$ cat config.mk
export PLATFORM = sky130hd
export DESIGN_NAME = uart_tx_flat
export DESIGN_NICKNAME = d
export VERILOG_FILES = /design/src/rtl/uart_tx_if.sv /design/src/rtl/uart_tx.sv /design/src/flat_wrapper.sv
export SDC_FILE = /design/constraint.sdc
export NUM_CORES = 1
export LEC_CHECK = 0
export ABC_AREA = 1
export CAP_MARGIN = 10
export CORE_ASPECT_RATIO = 0.6
export CORE_UTILIZATION = 34
export CTS_CLUSTER_DIAMETER = 80
export DETAILED_ROUTE_END_ITERATION = 10
export SLEW_MARGIN = 20
export SYNTH_ARGS = -nofsm -noshare
export SYNTH_HDL_FRONTEND = slang
export SYNTH_SLANG_ARGS = --single-unit
$ cat constraint.sdc
create_clock -name CLK_TX -period 2.2 [get_ports CLK_TX]
set_input_delay 0.44 -clock CLK_TX [delete_from_list [all_inputs] [get_ports CLK_TX]]
set_output_delay 0.44 -clock CLK_TX [all_outputs]
set_load 0.05 [all_outputs]
$ cat src/rtl/uart_tx_if.sv
// uart_tx_if: parallel-word request and serial-line status bundle for uart_tx.
// master drives P_DATA_TX, DATA_VALID_TX, PAR_EN, PAR_TYP and PRESCALE, and receives TX_OUT and Busy.
// slave is the transmitter side.
interface uart_tx_if #(parameter int width = 8);
  logic [width-1:0] P_DATA_TX;
  logic             DATA_VALID_TX;
  logic             PAR_EN;
  logic             PAR_TYP;
  logic [5:0]       PRESCALE;
  logic             TX_OUT;
  logic             Busy;
  modport master (output P_DATA_TX, DATA_VALID_TX, PAR_EN, PAR_TYP, PRESCALE, input TX_OUT, Busy);
  modport slave  (input P_DATA_TX, DATA_VALID_TX, PAR_EN, PAR_TYP, PRESCALE, output TX_OUT, Busy);
endinterface

$ cat src/rtl/uart_tx.sv
// uart_tx: serial UART transmitter (start bit, LSB-first data, optional parity, stop bit), PRESCALE clocks per bit.
// Ports: CLK_TX is the oversampled clock; RST_TX is an asynchronous active-low reset; bus is the request and line interface (slave side).
module uart_tx #(parameter int width = 8) (
  input logic     CLK_TX,
  input logic     RST_TX,
  uart_tx_if.slave bus
);
  localparam int iw = width > 1 ? $clog2(width) : 1;
  localparam logic [2:0] IDLE = 3'd0, START = 3'd1, DATA = 3'd2, PARITY = 3'd3, STOP = 3'd4;
  logic [2:0]       state;
  logic [5:0]       cnt, pre;
  logic [iw-1:0]    idx;
  logic [width-1:0] sh;
  logic             par_en, par_bit, tx_out, busy, last;
  // PRESCALE = 0 wraps pre - 1 to 63, giving 64 clocks per bit
  assign last = cnt == pre - 6'd1;
  assign bus.TX_OUT = tx_out;
  assign bus.Busy = busy;
  always_ff @(posedge CLK_TX or negedge RST_TX)
    if (!RST_TX) begin
      state <= IDLE;
      cnt <= '0;
      pre <= '0;
      idx <= '0;
      sh <= '0;
      par_en <= 1'b0;
      par_bit <= 1'b0;
      tx_out <= 1'b1;
      busy <= 1'b0;
    end else if (state == IDLE) begin
      if (bus.DATA_VALID_TX) begin
        state <= START;
        sh <= bus.P_DATA_TX;
        par_en <= bus.PAR_EN;
        par_bit <= bus.PAR_TYP ? ~^bus.P_DATA_TX : ^bus.P_DATA_TX;
        pre <= bus.PRESCALE;
        cnt <= '0;
        tx_out <= 1'b0;
        busy <= 1'b1;
      end
    end else if (!last) begin
      cnt <= cnt + 6'd1;
    end else begin
      cnt <= '0;
      case (state)
        START: begin
          state <= DATA;
          idx <= '0;
          tx_out <= sh[0];
        end
        DATA:
          if (idx == iw'(width - 1)) begin
            state <= par_en ? PARITY : STOP;
            tx_out <= par_en ? par_bit : 1'b1;
          end else begin
            // shift the word down so the next bit is always at position 1
            idx <= idx + 1'b1;
            sh <= sh >> 1;
            tx_out <= sh[1];
          end
        PARITY: begin
          state <= STOP;
          tx_out <= 1'b1;
        end
        default: begin
          state <= IDLE;
          tx_out <= 1'b1;
          busy <= 1'b0;
        end
      endcase
    end
endmodule
$ cat src/flat_wrapper.sv
// flat-port wrapper written by rule: the top's interface ports become plain ports
module uart_tx_flat 
#(parameter int width = 8)
  (CLK_TX, RST_TX, bus_P_DATA_TX, bus_DATA_VALID_TX, bus_PAR_EN, bus_PAR_TYP, bus_PRESCALE, bus_TX_OUT, bus_Busy);
  uart_tx_if #(.width(width)) bus_i ();
  input logic CLK_TX;
  input logic RST_TX;
  input wire logic [$bits(bus_i.P_DATA_TX)-1:0] bus_P_DATA_TX;
  input wire logic [$bits(bus_i.DATA_VALID_TX)-1:0] bus_DATA_VALID_TX;
  input wire logic [$bits(bus_i.PAR_EN)-1:0] bus_PAR_EN;
  input wire logic [$bits(bus_i.PAR_TYP)-1:0] bus_PAR_TYP;
  input wire logic [$bits(bus_i.PRESCALE)-1:0] bus_PRESCALE;
  output wire logic [$bits(bus_i.TX_OUT)-1:0] bus_TX_OUT;
  output wire logic [$bits(bus_i.Busy)-1:0] bus_Busy;
  assign bus_i.P_DATA_TX = bus_P_DATA_TX;
  assign bus_i.DATA_VALID_TX = bus_DATA_VALID_TX;
  assign bus_i.PAR_EN = bus_PAR_EN;
  assign bus_i.PAR_TYP = bus_PAR_TYP;
  assign bus_i.PRESCALE = bus_PRESCALE;
  assign bus_TX_OUT = bus_i.TX_OUT;
  assign bus_Busy = bus_i.Busy;
  uart_tx #(.width(width)) u_core (.CLK_TX(CLK_TX), .RST_TX(RST_TX), .bus(bus_i));
endmodule
==> results of run 1 <==
tightest hold or removal path: stages (launching register included):
cell and delay, ps:
dfstp_2 370, nand2_1 50, nand2_1 40
cell families after synthesis:
| kind of cell | synth area share (%) |
|---|---|
| flip-flops | 41.1 |
| AND/OR/NAND/NOR | 34.3 |
| adder cells (fa/ha/maj) | 2.73 |
| AO/OA/AOI/OAI | 6.42 |
| buffers and inverters | 7.92 |
| XOR/XNOR | 7.58 |
cell usage after synthesis:
| master | n |
|---|---|
| nand2_1 | 84 |
| dfrtp_1 | 29 |
| inv_1 | 25 |
| nand3_1 | 25 |
| o21ai_0 | 13 |
| nand4_1 | 12 |
| nor2_1 | 8 |
| xor2_1 | 8 |
| xnor2_1 | 6 |
| nor2_2 | 5 |
| a21oi_1 | 4 |
| ha_1 | 4 |
| o22ai_1 | 4 |
| clkbuf_1 | 3 |
| buf_2 | 2 |
| inv_2 | 2 |
| nor3_1 | 2 |
| buf_4 | 1 |
| buf_8 | 1 |
| dfstp_2 | 1 |
| nand2_2 | 1 |
| nand2_4 | 1 |
| nand3_2 | 1 |
| nand3b_1 | 1 |
| o211ai_1 | 1 |
| or2_0 | 1 |
| xor2_2 | 1 |
per-layer routing:
| layer | GRT usage, % | vias up |
|---|---|---|
| met5 | 0 | - |
| met1 | 25.3 | 722 |
| met4 | 6.40 | 0 |
| met3 | 5.94 | 8 |
| li1 | - | 844 |
| met2 | 21.5 | 46 |
where the power goes:
| part | internal (W) | leakage, nW | switching [W] |
|---|---|---|---|
| Sequential | 0.000770 | 0.382 | 0.000180 |
| Clock | 0.000252 | 0.0482 | 0.000215 |
| Combinational | 0.000533 | 0.659 | 0.00104 |
| Total | 0.00155 | 1.09 | 0.00143 |
metrics by stage:
stage / total power, W / setup WS (ps)
after floorplan: 0.00216 / 523
after global placement: 0.00251 / 252
after detailed placement: 0.00251 / 224
after CTS: 0.00299 / 134
after global routing: 0.00329 / 50.8
final: 0.00299 / 147
sequential cells by signal, summed over array words and instances (netlist names):
register and cells:
u_core.sh 8, u_core.pre 6, u_core.state 3, u_core.bus.TX_OUT 1, u_core.idx 3, u_core.par_en 1
u_core.par_bit 1, u_core.cnt 6, u_core.bus.Busy 1
cell type report:
| cell class | count | share of cell area [%] |
|---|---|---|
| clock inverters | 1 | 0.228 |
| multi-input cells | 182 | 42.6 |
| inverters | 27 | 4.62 |
| repair buffers | 24 | 10.5 |
| well taps | 66 | 3.77 |
| clock buffers | 7 | 3.94 |
| flip-flops and latches | 30 | 34.3 |
worst max path at each step:
stage	startpoint	endpoint	slack, ps	depth (start not counted)
final	u_core.bus.TX_OUT	bus_TX_OUT	150	1
after global placement	u_core.pre[0]	u_core.state[1]	250	10
after global routing	u_core.pre[1]	u_core.state[0]	50	13
after detailed placement	u_core.pre[0]	u_core.state[0]	220	10
after floorplan	u_core.pre[0]	u_core.state[1]	520	10
after CTS	u_core.bus.TX_OUT	bus_TX_OUT	130	1
==> flow_summary.json, run 1 <==
{
  "min_to": "u_core.bus.TX_OUT",
  "yosys.area.top_type": "dfrtp_1",
  "dr_wl_met3_um": 319,
  "hold-path-cell-count": 2,
  "overflow": 0,
  "hp-class": "reg2reg",
  "maxCapViolations": 0,
  "initialDrtViolationCount": 118,
  "top_layer": "met4",
  "r2r_start": "u_core.pre[1]",
  "initial_core_util_pct": 35.7,
  "rr_endpoint": "u_core.state[1]",
  "multi_input_area_um2": 935,
  "wl_met1_mm": 2.40,
  "rows": 20,
  "critPathMaxStageDelay_ps": 790,
  "vias": 1620,
  "syn_area_um2": 1830,
  "timing.fmax_ghz": 0.487,
  "io_pins": 21,
  "hold_buffers": 0,
  "syn_avg_cell_area_um2": 7.45,
  "slowest_stage": "clkdlybuf4s50_1",
  "arrival_ps": 1610,
  "place_area_um2": 2100,
  "grt_usage_pct": 16.8,
  "worstMarginPinSlew_ps": 550,
  "hold_start": "u_core.bus.TX_OUT",
  "totalWireLength_mm": 4.27,
  "cts_buffers": 5,
  "cp-end-kind": "output pin",
  "grt_pass1_vias": 1514,
  "yosysSeqAreaShare_pct": 41.1,
  "grt_antenna_before_repair": 0,
  "vias_per_cell": 4.81,
  "insertion_delay_ps": 280,
  "path_clk_slew_ps": 70,
  "setup_violations": 0,
  "synthCells": 246,
  "rrSetupSlack_ps": 220,
  "drcViolationCount": 0,
  "route.met2.wl_mm": 1.50,
  "whs_ps": 470,
  "areaGrowthSynthToFinish_pct": 19.7,
  "critPathLaunchType": "flop",
  "netlist.area_leader.share_pct": 39.6,
  "cts-resized-gates": 0,
  "synthDistinctLibCells": 27,
  "antenna_cells": 0,
  "yosys_warnings": 0,
  "crit_chain": "clkdlybuf4s50_1",
  "mostFrequentLayoutCells": "nand2_1, dfrtp_1, inv_1, nand3_1, clkdlybuf4s50_1",
  "final_core_util_pct": 42.7,
  "drt_pre_antenna_iters": 4,
  "io_buffers": 20,
  "finalInstanceArea_um2": 2190,
  "vdd_ir_drop_max_v": 0.000428,
  "gp_congestion": 0.907,
  "finalHoldViolCount": 0,
  "cp_max_fo": 2,
  "finalNonFillerCells": 337,
  "fp.dieH_um": 58.9,
  "grt_pass1_wl_mm": 7.29,
  "status": "complete, no violations",
  "placedCellCount": 329,
  "syn_nets": 269,
  "htree_levels": 2,
  "nNetsFinal": 293,
  "crit_type": "reg2out",
  "post_drt_wl_per_cell_um": 12.7,
  "ys_ff_latch": 30,
  "fp.dieW_um": 96.8,
  "n_fill_cell": 532,
  "power_density_nw_per_um2": 1360,
  "cp.required_ps": 1760,
  "reg2reg_depth": 10,
  "ant_nets": 0,
  "layout-drive-gt1-share_pct": 8.49,
  "worst_clock_skew_ps": 4.10,
  "p_leak_nw": 1.09,
  "worst-path-buf-inv": 1,
  "cts.sinks": 30,
  "cp_top_family": "buffers and inverters",
  "period_minus_slack_ps": 2050,
  "relSlewSlack_pct": 63.3,
  "regArea_um2": 752,
  "cts_setup_buffers": 0,
  "rsz0062_at_grt": "false",
  "slew_violations": 0,
  "core-area_um2": 5130,
  "cts_buffer_depth": 2,
  "min_period_over_period_pct": 93.3,
  "synthTopCellsByArea": "dfrtp_1, nand2_1, nand3_1, inv_1, nand4_1",
  "final_common_cell": "nand2_1",
  "dp_hpwl_mm": 3.25,
  "fin_setup_tns_ps": 0,
  "cts_root_buf": "clkbuf_8",
  "cts_tree": "yes",
  "grt_max_degree": 31,
  "die-area_um2": 5690
}
Power figures use the tool's default switching activity.
==> run 2, diff against run 1 <==
--- a/config.mk
+++ b/config.mk
@@ -7,7 +7,6 @@
 export LEC_CHECK = 0
 export ABC_AREA = 1
 export CAP_MARGIN = 10
-export CORE_ASPECT_RATIO = 0.6
 export CORE_UTILIZATION = 34
 export CTS_CLUSTER_DIAMETER = 80
 export DETAILED_ROUTE_END_ITERATION = 10
==> flow_summary.json, run 2 (synthesis gave the netlist of run 1 again) <==
{
  "status": "complete, no violations",
  "placedCellCount": 334,
  "crit_chain": "clkdlybuf4s50_1",
  "vdd_ir_drop_max_v": 0.000380,
  "pwr-share-comb_pct": 52.2,
  "p_sw_share_pct": 46.7,
  "crit_type": "reg2out",
  "rrSetupSlack_ps": 250,
  "grt_antenna_before_repair": 0,
  "cp_top_family": "buffers and inverters",
  "antenna_cells": 0,
  "finalHoldViolCount": 0,
  "totalWireLength_mm": 3.89,
  "critPathLaunchType": "flop",
  "grt_usage_pct": 16.8,
  "grt_pass1_wl_mm": 7.14,
  "overflow": 0,
  "arrival_ps": 1590,
  "cts_buffer_depth": 2,
  "dp_hpwl_mm": 2.85,
  "largest_reg_flops": 8,
  "hp-class": "reg2reg",
  "slew_violations": 0,
  "nNetsFinal": 294,
  "cp-end-kind": "output pin",
  "htree_levels": 2,
  "cts.sinks": 30,
  "worst-path-buf-inv": 1,
  "power_density_nw_per_um2": 1330,
  "cts_setup_buffers": 0,
  "cp_max_fo": 2,
  "intPower_w": 0.00156,
  "fp.dieW_um": 75.4,
  "rows": 26,
  "hold_buffers": 0,
  "final_common_cell": "nand2_1",
  "relSlewSlack_pct": 64.2,
  "hold_start": "u_core.bus.TX_OUT",
  "crit_start": "u_core.bus.TX_OUT",
  "die-area_um2": 5690,
  "cts_tree": "yes",
  "worst_clock_skew_ps": 6.42,
  "slowest_stage": "clkdlybuf4s50_1",
  "insertion_delay_ps": 280,
  "maxCapViolations": 0,
  "cts-resized-gates": 0,
  "drt_pre_antenna_iters": 4,
  "cp.required_ps": 1760,
  "rsz0062_at_grt": "false",
  "areaGrowthSynthToFinish_pct": 20.4,
  "top_regs": "u_core.sh x8, u_core.cnt x6, u_core.pre x6",
  "cts_root_buf": "clkbuf_8",
  "mostFrequentLayoutCells": "nand2_1, dfrtp_1, inv_1, nand3_1, clkdlybuf4s50_1",
  "hold-path-cell-count": 2,
  "io_buffers": 20,
  "vias_per_cell": 4.73,
  "power_frac_clock_pct": 15.7,
  "fin_setup_tns_ps": 0,
  "core-area_um2": 5140,
  "reg2reg_depth": 10,
  "min_period_over_period_pct": 92.5,
  "layout-drive-gt1-share_pct": 8.82,
  "dp_slack_ps": 273,
  "io_pins": 21,
  "initialDrtViolationCount": 122,
  "timing.fmax_ghz": 0.491,
  "grt_max_degree": 31,
  "drcViolationCount": 0,
  "regMostFlops": "u_core.sh",
  "p_total_w": 0.00292,
  "path_clk_slew_ps": 60,
  "path_depth": 1,
  "period_minus_slack_ps": 2030,
  "critPathMaxStageDelay_ps": 790,
  "post_drt_wl_per_cell_um": 11.4,
  "cts_buffers": 5,
  "ant_nets": 0,
  "finalNonFillerCells": 342,
  "worstMarginPinSlew_ps": 536,
  "grt_pass1_vias": 1651,
  "initial_core_util_pct": 35.6,
  "vias": 1616,
  "n_fill_cell": 569,
  "r2r_start": "u_core.pre[0]",
  "power_frac_seq_pct": 32.1,
  "timing.final.ws_setup_ps": 165,
  "fp.dieH_um": 75.4,
  "gp_congestion": 0.826,
  "setup_violations": 0,
  "p_leak_nw": 1.09,
  "power_switching_w": 0.00137
}
==> run 2: path summary, 6_finish.rpt <==
check	end
worst max register to register	u_core.state[2]
max in group asynchronous	u_core.bus.TX_OUT
min in group asynchronous	u_core.sh[3]
worst min register to register	u_core.bus.TX_OUT
worst min-delay path	u_core.bus.TX_OUT
worst max-delay path	bus_TX_OUT
==> run 2: power by group through the flow <==
| stage | sequential (W) | clock, W | combinational, W |
|---|---|---|---|
| after floorplan | 0.000949 | 0 | 0.00121 |
| after global placement | 0.000946 | 0 | 0.00153 |
| after detailed placement | 0.000945 | 0 | 0.00153 |
| after CTS | 0.000938 | 0.000472 | 0.00154 |
| after global routing | 0.000972 | 0.000498 | 0.00180 |
| final | 0.000939 | 0.000459 | 0.00153 |
==> run 2: per-stage QoR <==
stage | utilization, % | hold WS (ps) | area (um^2)
2_1_floorplan | - | 144 | 1830
3_3_place_gp | 41.1 | 463 | 2110
3_5_place_dp | 41.1 | 466 | 2110
4_1_cts | 42.9 | 475 | 2200
5_1_grt | 42.9 | 493 | 2200
6_report | 42.9 | 469 | 2200
==> run 2: routing by layer <==
metal / GRT usage [%] / wire length [um] / vias up / part of all wire [%]
li1: - / - / 844 / -
met5: 0 / 0 / - / 0
met2: 26.3 / 1730 / 30 / 45
met3: 4.23 / 135 / 6 / 3.5
met4: 7.61 / 75 / 0 / 1.9
met1: 22.0 / 1950 / 736 / 50
==> run 2: layout make-up <==
type                       instances  area, um^2  area share [%]
multi-input combinational        182         935            42.4
sequential                        30         752            34.1
timing repair buffer              25         238            10.8
inverter                          27         101            4.60
tap                               70        87.6            3.97
clock buffer                       7        86.3            3.92
clock inverter                     1        5.00           0.227
==> run 3, diff against run 2 <==
--- a/config.mk
+++ b/config.mk
@@ -10,7 +10,9 @@
 export CORE_UTILIZATION = 34
 export CTS_CLUSTER_DIAMETER = 80
 export DETAILED_ROUTE_END_ITERATION = 10
+export SETUP_SLACK_MARGIN = 0.1
 export SLEW_MARGIN = 20
 export SYNTH_ARGS = -nofsm -noshare
 export SYNTH_HDL_FRONTEND = slang
 export SYNTH_SLANG_ARGS = --single-unit
+export TNS_END_PERCENT = 50
==> flow_summary.json, run 3 (synthesis gave the netlist of run 1 again) <==
{
  "fp.dieW_um": 75.4,
  "relSlewSlack_pct": 64.4,
  "drcViolationCount": 0,
  "rsz0062_at_grt": "false",
  "cp.required_ps": 1760,
  "largest_reg_flops": 8,
  "top_regs": "u_core.sh x8, u_core.cnt x6, u_core.pre x6",
  "n_fill_cell": 565,
  "layout-drive-gt1-share_pct": 9.19,
  "min_period_over_period_pct": 92.6,
  "rows": 26,
  "initial_core_util_pct": 35.6,
  "regMostFlops": "u_core.sh",
  "htree_levels": 2,
  "cts_tree": "yes",
  "ant_nets": 0,
  "cp_max_fo": 2,
  "slew_violations": 0,
  "vias": 1607,
  "worst-path-buf-inv": 1,
  "die-area_um2": 5690,
  "grt_usage_pct": 16.8,
  "grt_antenna_before_repair": 0,
  "multi_input_area_um2": 953,
  "dp_hpwl_mm": 2.85,
  "setup_violations": 0,
  "hold_buffers": 0,
  "nNetsFinal": 294,
  "regArea_um2": 752,
  "worst_clock_skew_ps": 6.23,
  "overflow": 0,
  "drt_pre_antenna_iters": 4,
  "io_buffers": 20,
  "io_pins": 21,
  "p_total_w": 0.00299,
  "hp-class": "reg2reg",
  "crit_chain": "clkdlybuf4s50_1",
  "totalWireLength_mm": 3.89,
  "cts-resized-gates": 0,
  "cts_buffers": 5,
  "grt_max_degree": 31,
  "placedCellCount": 334,
  "grt_pass1_vias": 1651,
  "mostFrequentLayoutCells": "nand2_1, dfrtp_1, inv_1, nand3_1, clkdlybuf4s50_1",
  "cp_top_family": "buffers and inverters",
  "finalHoldViolCount": 0,
  "critPathMaxStageDelay_ps": 790,
  "crit_type": "reg2out",
  "cp-end-kind": "output pin",
  "cts_buffer_depth": 2,
  "initialDrtViolationCount": 123,
  "critPathLaunchType": "flop",
  "insertion_delay_ps": 280,
  "finalNonFillerCells": 342,
  "fin_setup_tns_ps": 0,
  "cts_setup_buffers": 0,
  "timing.fmax_ghz": 0.491,
  "period_minus_slack_ps": 2040,
  "slowest_stage": "clkdlybuf4s50_1",
  "core-area_um2": 5140,
  "final_common_cell": "nand2_1",
  "post_drt_wl_per_cell_um": 11.4,
  "grt_pass1_wl_mm": 7.14,
  "vdd_ir_drop_max_v": 0.000394,
  "cts_root_buf": "clkbuf_8",
  "status": "complete, no violations",
  "cts.sinks": 30,
  "path_clk_slew_ps": 60,
  "vias_per_cell": 4.70,
  "areaGrowthSynthToFinish_pct": 21.4,
  "maxCapViolations": 0,
  "antenna_cells": 0,
  "whs_ps": 468,
  "power_density_nw_per_um2": 1340,
  "worstMarginPinSlew_ps": 535,
  "fp.dieH_um": 75.4,
  "p_leak_nw": 1.09,
  "arrival_ps": 1600,
  "place_area_um2": 2110,
  "finalInstanceArea_um2": 2220,
  "gp_congestion": 0.826
}
run 3: layout make-up:
type	count	area share, %
multi-input combinational	182	42.9
sequential	30	33.8
timing repair buffer	25	10.7
inverter	27	4.56
tap	70	3.94
clock buffer	7	3.88
clock inverter	1	0.225
run 3: layer usage:
| layer | track usage, % | share of wire, % |
|---|---|---|
| met3 | 4.23 | 3.6 |
| met4 | 7.61 | 1.9 |
| met1 | 22.0 | 50 |
| met5 | 0 | 0 |
| met2 | 26.3 | 45 |
run 3: path summary, 6_finish.rpt:
check,to,slack [ps],depth (start not counted),from
worst max-delay path,bus_TX_OUT,160,1,u_core.bus.TX_OUT
worst max register to register,u_core.idx[0],280,10,u_core.pre[0]
worst min register to register,u_core.bus.TX_OUT,470,2,u_core.bus.TX_OUT
min in group asynchronous,u_core.cnt[3],550,2,RST_TX
max in group asynchronous,u_core.bus.TX_OUT,1320,2,RST_TX
worst min-delay path,u_core.bus.TX_OUT,470,2,u_core.bus.TX_OUT
run 3: per-stage QoR:
stage | utilization, % | setup WS, ps
after global placement | 41.1 | 314
after CTS | 42.9 | 153
after global routing | 43.3 | 102
final | 43.3 | 164
after floorplan | - | 523
after detailed placement | 41.1 | 273
run 3: worst min-delay path, stage by stage, from the launching register on:
cell	delay [ps]
dfstp_2	370
nand2_1	50
nand2_1	50
run 3: where the power goes:
group,total [W],switching [W],internal [W],leakage [nW]
clock,0.000462,0.000210,0.000252,0.0482
combinational,0.00158,0.00102,0.000557,0.665
sequential,0.000942,0.000172,0.000770,0.382
total,0.00299,0.00141,0.00158,1.09
